## src/rtl/ps2_key_decoder.sv

```systemverilog
// PS/2 Set-2 scan-code decoder: drains the receiver FIFO, tracks make/break/E0.
// Optional shift-modifier handling is enabled with `define PS2_SHIFT_EN.
module ps2_key_decoder #(
   parameter int unsigned CNT_MAX = 99
) (
   input  logic       clk,
   input  logic       rst,
   input  logic [7:0] ps2_byte,
   input  logic       ps2_ready,
   input  logic       ps2_overflow,
   output logic       ps2_nextdata_n,
   output logic [7:0] key_num,
   output logic [7:0] asc_num,
   output logic [7:0] key_times,
   output logic       key_valid
);

   localparam logic [7:0] CMAX = 8'(CNT_MAX);

   typedef enum logic [1:0] {
      S_IDLE,
      S_POP,
      S_WAIT
   } state_e;

   state_e     state_q, state_d;
   logic [7:0] code_q, code_d;
   logic       nxt_n_q, nxt_n_d;
   logic [7:0] key_q, key_d;
   logic [7:0] asc_q, asc_d;
   logic [7:0] times_q, times_d;
   logic       valid_q, valid_d;
   logic       brk_q, brk_d;
   logic       ext_q, ext_d;
   logic       ovf_q;
   logic       ovf_rise;
   logic       is_mod;
   logic       repeat_hit;

   function automatic logic [7:0] ascii_of(input logic [7:0] c,
                                           input logic       up);
      logic [7:0] a;
      a = 8'h00;
      case (c)
         8'h1C: a = 8'h61;
         8'h32: a = 8'h62;
         8'h21: a = 8'h63;
         8'h23: a = 8'h64;
         8'h24: a = 8'h65;
         8'h2B: a = 8'h66;
         8'h34: a = 8'h67;
         8'h33: a = 8'h68;
         8'h43: a = 8'h69;
         8'h3B: a = 8'h6A;
         8'h42: a = 8'h6B;
         8'h4B: a = 8'h6C;
         8'h3A: a = 8'h6D;
         8'h31: a = 8'h6E;
         8'h44: a = 8'h6F;
         8'h4D: a = 8'h70;
         8'h15: a = 8'h71;
         8'h2D: a = 8'h72;
         8'h1B: a = 8'h73;
         8'h2C: a = 8'h74;
         8'h3C: a = 8'h75;
         8'h2A: a = 8'h76;
         8'h1D: a = 8'h77;
         8'h22: a = 8'h78;
         8'h35: a = 8'h79;
         8'h1A: a = 8'h7A;
         8'h45: a = 8'h30;
         8'h16: a = 8'h31;
         8'h1E: a = 8'h32;
         8'h26: a = 8'h33;
         8'h25: a = 8'h34;
         8'h2E: a = 8'h35;
         8'h36: a = 8'h36;
         8'h3D: a = 8'h37;
         8'h3E: a = 8'h38;
         8'h46: a = 8'h39;
         8'h29: a = 8'h20;
         8'h5A: a = 8'h0D;
         default: a = 8'h00;
      endcase
      // Only the lowercase letter range is shifted.
      if (up && (a >= 8'h61) && (a <= 8'h7A)) begin
         a = a - 8'h20;
      end
      return a;
   endfunction

`ifdef PS2_SHIFT_EN
   logic shift_q, shift_d;

   assign is_mod = (code_q == 8'h12) || (code_q == 8'h59);

   always_ff @(posedge clk or posedge rst) begin
      if (rst) begin
         shift_q <= 1'b0;
      end else begin
         shift_q <= shift_d;
      end
   end
`else
   logic shift_q;

   assign shift_q = 1'b0;
   assign is_mod  = 1'b0;
`endif

   assign ovf_rise   = ps2_overflow && !ovf_q;
   assign repeat_hit = valid_q && (code_q == key_q);

   always_comb begin
      state_d = state_q;
      code_d  = code_q;
      nxt_n_d = 1'b1;
      key_d   = key_q;
      asc_d   = asc_q;
      times_d = times_q;
      valid_d = valid_q;
      brk_d   = brk_q;
      ext_d   = ext_q;
`ifdef PS2_SHIFT_EN
      shift_d = shift_q;
`endif
      unique case (state_q)
         S_IDLE: begin
            if (ps2_ready) begin
               code_d  = ps2_byte;
               nxt_n_d = 1'b0;
               state_d = S_POP;
            end
         end
         S_POP: begin
            state_d = S_WAIT;
            if (code_q == 8'hF0) begin
               brk_d = 1'b1;
            end else if (code_q == 8'hE0) begin
               ext_d = 1'b1;
            end else if (brk_q) begin
               brk_d = 1'b0;
               ext_d = 1'b0;
               if (is_mod) begin
`ifdef PS2_SHIFT_EN
                  shift_d = 1'b0;
`endif
               end else if (repeat_hit) begin
                  valid_d = 1'b0;
               end
            end else begin
               ext_d = 1'b0;
               if (is_mod) begin
`ifdef PS2_SHIFT_EN
                  shift_d = 1'b1;
`endif
               end else if (!repeat_hit) begin
                  key_d   = code_q;
                  asc_d   = ext_q ? 8'h00 : ascii_of(code_q, shift_q);
                  valid_d = 1'b1;
                  times_d = (times_q == CMAX) ? 8'h00 : times_q + 8'h01;
               end
            end
         end
         S_WAIT: begin
            state_d = S_IDLE;
         end
         default: begin
            state_d = S_IDLE;
         end
      endcase
      // Lost bytes make prefix state untrustworthy; drop it.
      if (ovf_rise) begin
         brk_d   = 1'b0;
         ext_d   = 1'b0;
         valid_d = 1'b0;
      end
   end

   always_ff @(posedge clk or posedge rst) begin
      if (rst) begin
         state_q <= S_IDLE;
         code_q  <= 8'h00;
         nxt_n_q <= 1'b1;
         key_q   <= 8'h00;
         asc_q   <= 8'h00;
         times_q <= 8'h00;
         valid_q <= 1'b0;
         brk_q   <= 1'b0;
         ext_q   <= 1'b0;
         ovf_q   <= 1'b0;
      end else begin
         state_q <= state_d;
         code_q  <= code_d;
         nxt_n_q <= nxt_n_d;
         key_q   <= key_d;
         asc_q   <= asc_d;
         times_q <= times_d;
         valid_q <= valid_d;
         brk_q   <= brk_d;
         ext_q   <= ext_d;
         ovf_q   <= ps2_overflow;
      end
   end

   assign ps2_nextdata_n = nxt_n_q;
   assign key_num        = key_q;
   assign asc_num        = asc_q;
   assign key_times      = times_q;
   assign key_valid      = valid_q;

endmodule

```

## config.mk

```make
export PLATFORM = sky130hd
export DESIGN_NAME = ps2_key_decoder
export DESIGN_NICKNAME = d
export VERILOG_FILES = /design/src/rtl/ps2_key_decoder.sv
export SDC_FILE = /design/constraint.sdc
export NUM_CORES = 1
export LEC_CHECK = 0
export CAP_MARGIN = 20
export CORE_MARGIN = 10
export CORE_UTILIZATION = 24
export CTS_CLUSTER_SIZE = 14
export DETAILED_ROUTE_END_ITERATION = 12
export GPL_TIMING_DRIVEN = 1
export HOLD_SLACK_MARGIN = 0.1
export RECOVER_POWER = 50
export SETUP_SLACK_MARGIN = 0.05
export SYNTH_ARGS = -nofsm -noshare
export SYNTH_HDL_FRONTEND = slang
export SYNTH_SLANG_ARGS = --single-unit
```

## constraint.sdc

```tcl
create_clock -name clk -period 3.55 [get_ports clk]
set_clock_uncertainty 0.1 [all_clocks]
set_input_delay 0.355 -clock clk [delete_from_list [all_inputs] [get_ports clk]]
set_output_delay 0.355 -clock clk [all_outputs]
set_load 0.05 [all_outputs]
```

==> metrics.yaml, run 1 <==
required_ps: 3620
postCtsSetupBuffers: 0
area_growth_pct: 21.0
cp_slowest_stage_delay_ps: 550
status: "finished, violations left"
hold_class: "flip-flop to flip-flop"
maxSlewHeadroom_pct: -38.9
grt_setup_unrepaired: "no"
clock_sinks: 38
maxCapViolations: 1
hold_depth: 1
finalWirelength_um: 6640
ys_types: 56
placed_cell_area_um2: 2930
async_flop_share_pct: 100
min_period_ps: 2850
slew_viol_final: 39
hold_end: "state_q[0]"
irDropWorstVdd_v: 0.000456
dieHeight_um: 122
cts_buffer_depth: 2
drt_iter0_markers: 167
fmax_mhz: 350
seq_area_frac_synth_pct: 38.2
fin_ws_ps: 696
boundaryPins: 38
clock_latency_ps: 280
final_common_cell: "dfrtp_1"
place_ws_ps: 725
grt_max_degree: 39
viasPerCell: 4.76
grt_util_all_layers_pct: 8.84
cts_inserted_buffers: 5
synth_area_um2: 2490
worst_pin_slew_ps: 2080
cts_resized: 0
worstReg2RegStart: "code_q[1]"
final_cell_mix: "37 x dfrtp_1, 33 x clkdlybuf4s50_1, 28 x nand2_1, 26 x o21ai_0, 17 x a21oi_1"
fin_nets: 319
cp_cell_sequence: "inv_1 -> ha_1 -> nand4b_1 -> o21ai_0 -> nor2_1 -> nand2b_1 -> buf_4 -> nor2_1 -> mux2_4"
setup_viol: 0
crit_path_max_fanout: 26
synth-seq-cells: 38
synth_edf_count: 0
syn_avg_cell_area_um2: 9.31
rows: 37
cp_slowest_cell: "dfrtp_1"
cp.arrival_ps: 2930
num_vias: 2075
grt-ovfl-total: 0
ant_nets: 0
drc: 0
r2r_slack_ps: 700
powerDensity_nw_per_um2: 787
cts_tree: "yes"
synthFlopType: "dfrtp_1"
routabilityCongestion: 0.921
htree_levels: 2
crit_family: "buffers and inverters"
n_antenna_cell: 0
drive_gt1_share_pct: 12.7
synth_warnings: 0
r2r_end: "key_times[3]"
hp-start: "state_q[0]"
place_inst: 428
leakagePower_nw: 1.23
core_um2: 10200
root_buffer: "clkbuf_8"
dieArea_um2: 14900
hold_buffers: 0
antenna_found_initial: 0
rr_worst_depth: 9
worstSetupPathType: "flip-flop to flip-flop"
layout.cells.non_filler: 436
worstSetupEndpointType: "flip-flop"
dr.pass1.iters: 4
grt_first_pass_wirelength_um: 10800
dp_hpwl_um: 5030
hold_viol: 0
startpoint_type: "flip-flop"
start_util_pct: 24.4
finalCritPeriodShare_pct: 80.4
clkTransAtPathRegs_ps: 80
critPathBufInv: 2
synthCells: 268
grt_pass1_vias: 2060
syn_nets: 288
chipWidth_um: 122
stdcell_area_um2: 3020
routedWlPerCell_um: 15.2
violations: "capacitance limit, slew limit"
crit_top_cell: "nor2_1"
port_buffers: 36
tns_ps: 0
Yosys cell counts (2+ instances only):
library cell / n / area share [%]
a21oi_1: 17 / 3.4
o21ai_1: 9 / 1.8
inv_1: 10 / 1.5
buf_2: 6 / 1.2
o211ai_1: 3 / 0.90
or3_1: 2 / 0.50
nand2_1: 28 / 4.2
xnor2_1: 9 / 3.2
a22o_1: 4 / 1.4
nor2b_1: 5 / 1.3
buf_6: 7 / 3.2
o21ai_0: 26 / 5.2
nor3_1: 3 / 0.60
mux2i_1: 3 / 1.2
and3_1: 3 / 0.75
dfrtp_1: 37 / 37
clkbuf_1: 4 / 0.60
ha_1: 8 / 4.0
nor3b_1: 2 / 0.60
nand2b_1: 8 / 2.0
a31oi_1: 7 / 1.8
o31ai_1: 4 / 1.2
mux2_2: 3 / 1.4
nand3_1: 5 / 1.0
nor2_1: 14 / 2.1
mux2_4: 6 / 3.6
nand3b_1: 3 / 0.90
nor3_2: 3 / 1.2
a21o_1: 2 / 0.60
cell families after synthesis:
group | after synthesis | share of synthesized area [%]
multiplexers | 13 | 7.07
AND/OR/NAND/NOR | 85 | 18.4
XOR/XNOR | 10 | 3.51
buffers and inverters | 31 | 7.82
adder cells (fa/ha/maj) | 8 | 4.01
flip-flops | 38 | 38.2
other | 1 | 0.150
AO/OA/AOI/OAI | 82 | 20.9
power by group:
group | switching, mW | total, mW | internal (mW) | leakage [nW]
logic | 0.809 | 1.32 | 0.510 | 0.695
registers | 0.188 | 0.750 | 0.562 | 0.482
clock network | 0.151 | 0.307 | 0.156 | 0.0472
total | 1.15 | 2.38 | 1.23 | 1.23
state kept, by name, summed over array words and instances (netlist names):
signal          flops
ovf_q               1
key_num             8
brk_q               1
state_q             2
key_times           8
code_q              8
ext_q               1
key_valid           1
asc_num             7
ps2_nextdata_n      1
worst register-to-register path: stages, from the launching register on:
cell and delay [ps]:
dfrtp_1 550, inv_1 310, ha_1 290, nand4b_1 110, o21ai_0 270, nor2_1 90
nand2b_1 260, buf_4 360, nor2_1 110, mux2_4 300
final cells by class:
class	instances	area (um2)
fillers	1094	7210
multi-input cells	199	1350
flip-flops and latches	38	952
repair buffers	44	413
well taps	136	170
clock buffers	6	82.6
inverters	11	41.3
clock inverters	2	12.5
how the worst max path moves through the flow:
| stage | startpoint | to | slack (ps) | cells after the start |
|---|---|---|---|---|
| final | code_q[1] | key_times[3] | 700 | 9 |
| after global routing | code_q[1] | key_times[3] | 450 | 9 |
| after CTS | code_q[1] | key_times[3] | 720 | 9 |
| after detailed placement | code_q[1] | key_times[3] | 730 | 9 |
| after global placement | code_q[1] | key_times[3] | 860 | 9 |
| after floorplan | code_q[1] | key_num[3] | 1390 | 10 |
routing by layer:
layer / share of wire [%] / up-vias / global-route usage (%)
met5: 0 / - / 0
met4: 0.38 / 0 / 1.42
met3: 6.3 / 5 / 2.78
met2: 45 / 60 / 13.5
met1: 49 / 1002 / 12.1
li1: - / 1008 / -
metrics by stage:
stage / total power [mW] / util [%] / hold slack (ps)
CTS: 2.40 / 29.6 / 369
detailed placement: 2.09 / 28.7 / 357
global placement: 2.08 / 28.7 / 341
finish: 2.38 / 29.5 / 357
floorplan: 1.70 / - / 286
global route: 2.54 / 29.5 / 388
Note: power is estimated with default switching activity, not from simulation.
==> inputs of run 2 (changes only) <==
Clock period 3.55 ns to 2.6 ns, I/O delays scaled along.
==> run 2 against run 1 <==
Against the previous run:
- the run now ends clean
- sequential power increased by 36%
- die area unchanged
- wire length decreased by 3.3%
- worst setup slack got worse by 460 ps
- largest cell class unchanged
- first-iteration DRC count increased by 32%
- clock power increased by 38%
- non-clock buffer count increased by 7
- register-to-register slack got worse by 460 ps
- cell count increased by 1.6%
- hold slack improved by 31 ps
==> metrics.yaml, run 2 (synthesized netlist as in run 1, its figures left out) <==
status: "finished, final reports clean"  # was finished, violations left
finalCritPeriodShare_pct: 90.8  # was 80.4%
hold_class: "flip-flop to flip-flop"  # unchanged
core_um2: 10200  # unchanged
drc: 0  # unchanged
dr.pass1.iters: 4  # unchanged
grt_util_all_layers_pct: 8.56  # was 8.84%
critPathBufInv: 2  # unchanged
tns_ps: 0  # unchanged
fin_ws_ps: 239  # was 696 ps
setup_viol: 0  # unchanged
utilization_pct: 30.2  # was 29.5%
placed_cell_area_um2: 3000  # was 2930 um2
start_util_pct: 24.4  # unchanged
cts_buffer_depth: 2  # unchanged
required_ps: 2680  # was 3620 ps
postCtsSetupBuffers: 0  # unchanged
final_common_cell: "dfrtp_1"  # unchanged
clock_sinks: 38  # unchanged
cts_inserted_buffers: 5  # unchanged
ant_nets: 0  # unchanged
clkTransAtPathRegs_ps: 80  # about the same
boundaryPins: 38  # unchanged
area_growth_pct: 23.7  # was 21.0%
htree_levels: 2  # unchanged
p_total_mw: 3.28  # was 2.38 mW
crit_family: "flip-flops"  # was buffers and inverters
min_period_ps: 2360  # was 2850 ps
chipWidth_um: 122  # unchanged
fillCellCount: 1047  # was 1094
num_vias: 2124  # was 2075
viasPerCell: 4.79  # was 4.76
place_inst: 435  # was 428
maxSlewHeadroom_pct: 38.0  # was -38.9%
grt_pass1_vias: 2089  # was 2060
dp_hpwl_um: 4980  # was 5030 um
root_buffer: "clkbuf_8"  # unchanged
drt_iter0_markers: 221  # was 167
port_buffers: 36  # unchanged
hold_buffers: 0  # unchanged
irDropWorstVdd_v: 0.000512  # was 0.000456 V
final_cell_mix: "37 x dfrtp_1, 33 x clkdlybuf4s50_1, 28 x nand2_1, 26 x o21ai_0, 17 x a21oi_1"  # unchanged
slew_viol_final: 0  # was 39
leakagePower_nw: 1.27  # was 1.23 nW
worstSetupPathType: "flip-flop to flip-flop"  # unchanged
dieArea_um2: 14900  # unchanged
grt_first_pass_wirelength_um: 10500  # was 10800 um
clock_latency_ps: 290  # was 280 ps
startpoint_type: "flip-flop"  # unchanged
cp_slowest_stage_delay_ps: 480  # was 550 ps
antenna_found_initial: 0  # unchanged
crit_top_cell: "nor2_1"  # unchanged
crit_path_max_fanout: 26  # unchanged
fmax_mhz: 424  # was 350 MHz
powerDensity_nw_per_um2: 1060  # was 787 nW/um2
fin_nets: 326  # was 319
finalWirelength_um: 6420  # was 6640 um
cp_cell_sequence: "inv_1 -> ha_1 -> nand4b_1 -> o21ai_0 -> nor2_1 -> nand2b_1 -> buf_12 -> nor2_1 -> mux2_4"  # was inv_1 -> ha_1 -> nand4b_1 -> o21ai_0 -> nor2_1 -> nand2b_1 -> buf_4 -> nor2_1 -> mux2_4
grt-ovfl-total: 0  # unchanged
stdcell_area_um2: 3090  # was 3020 um2
grt_setup_unrepaired: "no"  # unchanged
cp.arrival_ps: 2440  # was 2930 ps
rows: 37  # unchanged
cts_resized: 0  # unchanged
cts_tree: "yes"  # unchanged
maxCapViolations: 0  # was 1
hold_viol: 0  # unchanged
dieHeight_um: 122  # unchanged
place_ws_ps: 252  # was 725 ps
routabilityCongestion: 0.927  # was 0.921
n_antenna_cell: 0  # unchanged
layout.cells.non_filler: 443  # was 436
routedWlPerCell_um: 14.5  # was 15.2 um
worst_pin_slew_ps: 929  # was 2080 ps
worstSetupEndpointType: "flip-flop"  # unchanged
drive_gt1_share_pct: 15.0  # was 12.7%
cp_slowest_cell: "dfrtp_1"  # unchanged
whs_ps: 389  # was 357 ps
grt_max_degree: 39  # unchanged
run 2: cell count changes in the layout (fill, tap and decap cells not counted), sizes merged:
cell,previous run,this run
buf,6,13
run 2: cell type report:
cell class | count | area [um2] | share of cell area (%)
timing repair buffer | 51 | 479 | 15.5
clock buffer | 6 | 82.6 | 2.68
inverter | 11 | 41.3 | 1.34
tap | 136 | 170 | 5.51
clock inverter | 2 | 12.5 | 0.406
multi-input combinational | 199 | 1350 | 43.7
sequential | 38 | 952 | 30.9
run 2: path summary, 6_finish.rpt:
kind                            start            to  slack [ps]  depth (start not counted)
setup / recovery            code_q[0]  key_times[3]         240                          9
hold / removal             asc_num[5]    asc_num[5]         390                          2
setup reg to reg            code_q[0]  key_times[3]         240                          9
hold reg to reg            asc_num[5]    asc_num[5]         390                          2
max in group asynchronous         rst  key_times[4]        1240                          3
min in group asynchronous         rst    key_num[4]         600                          3
run 2: worst register-to-register path, cell delays in order, from the launching register on:
cell      delay (ps)
dfrtp_1          480
inv_1            230
ha_1             270
nand4b_1         110
o21ai_0          270
nor2_1            90
nand2b_1         150
buf_12           190
nor2_1            90
mux2_4           290
run 2: power by group:
group | switching, mW | total [mW] | internal (mW)
logic | 1.11 | 1.84 | 0.733
registers | 0.248 | 1.02 | 0.767
clock network | 0.211 | 0.424 | 0.213
total | 1.57 | 3.28 | 1.71
run 2: per-layer routing:
metal,wire length (um),vias up,global-route usage (%)
li1,-,1032,-
met4,43,0,2.16
met1,3090,1018,11.6
met3,461,8,2.59
met5,0,-,0
met2,2830,66,13.0
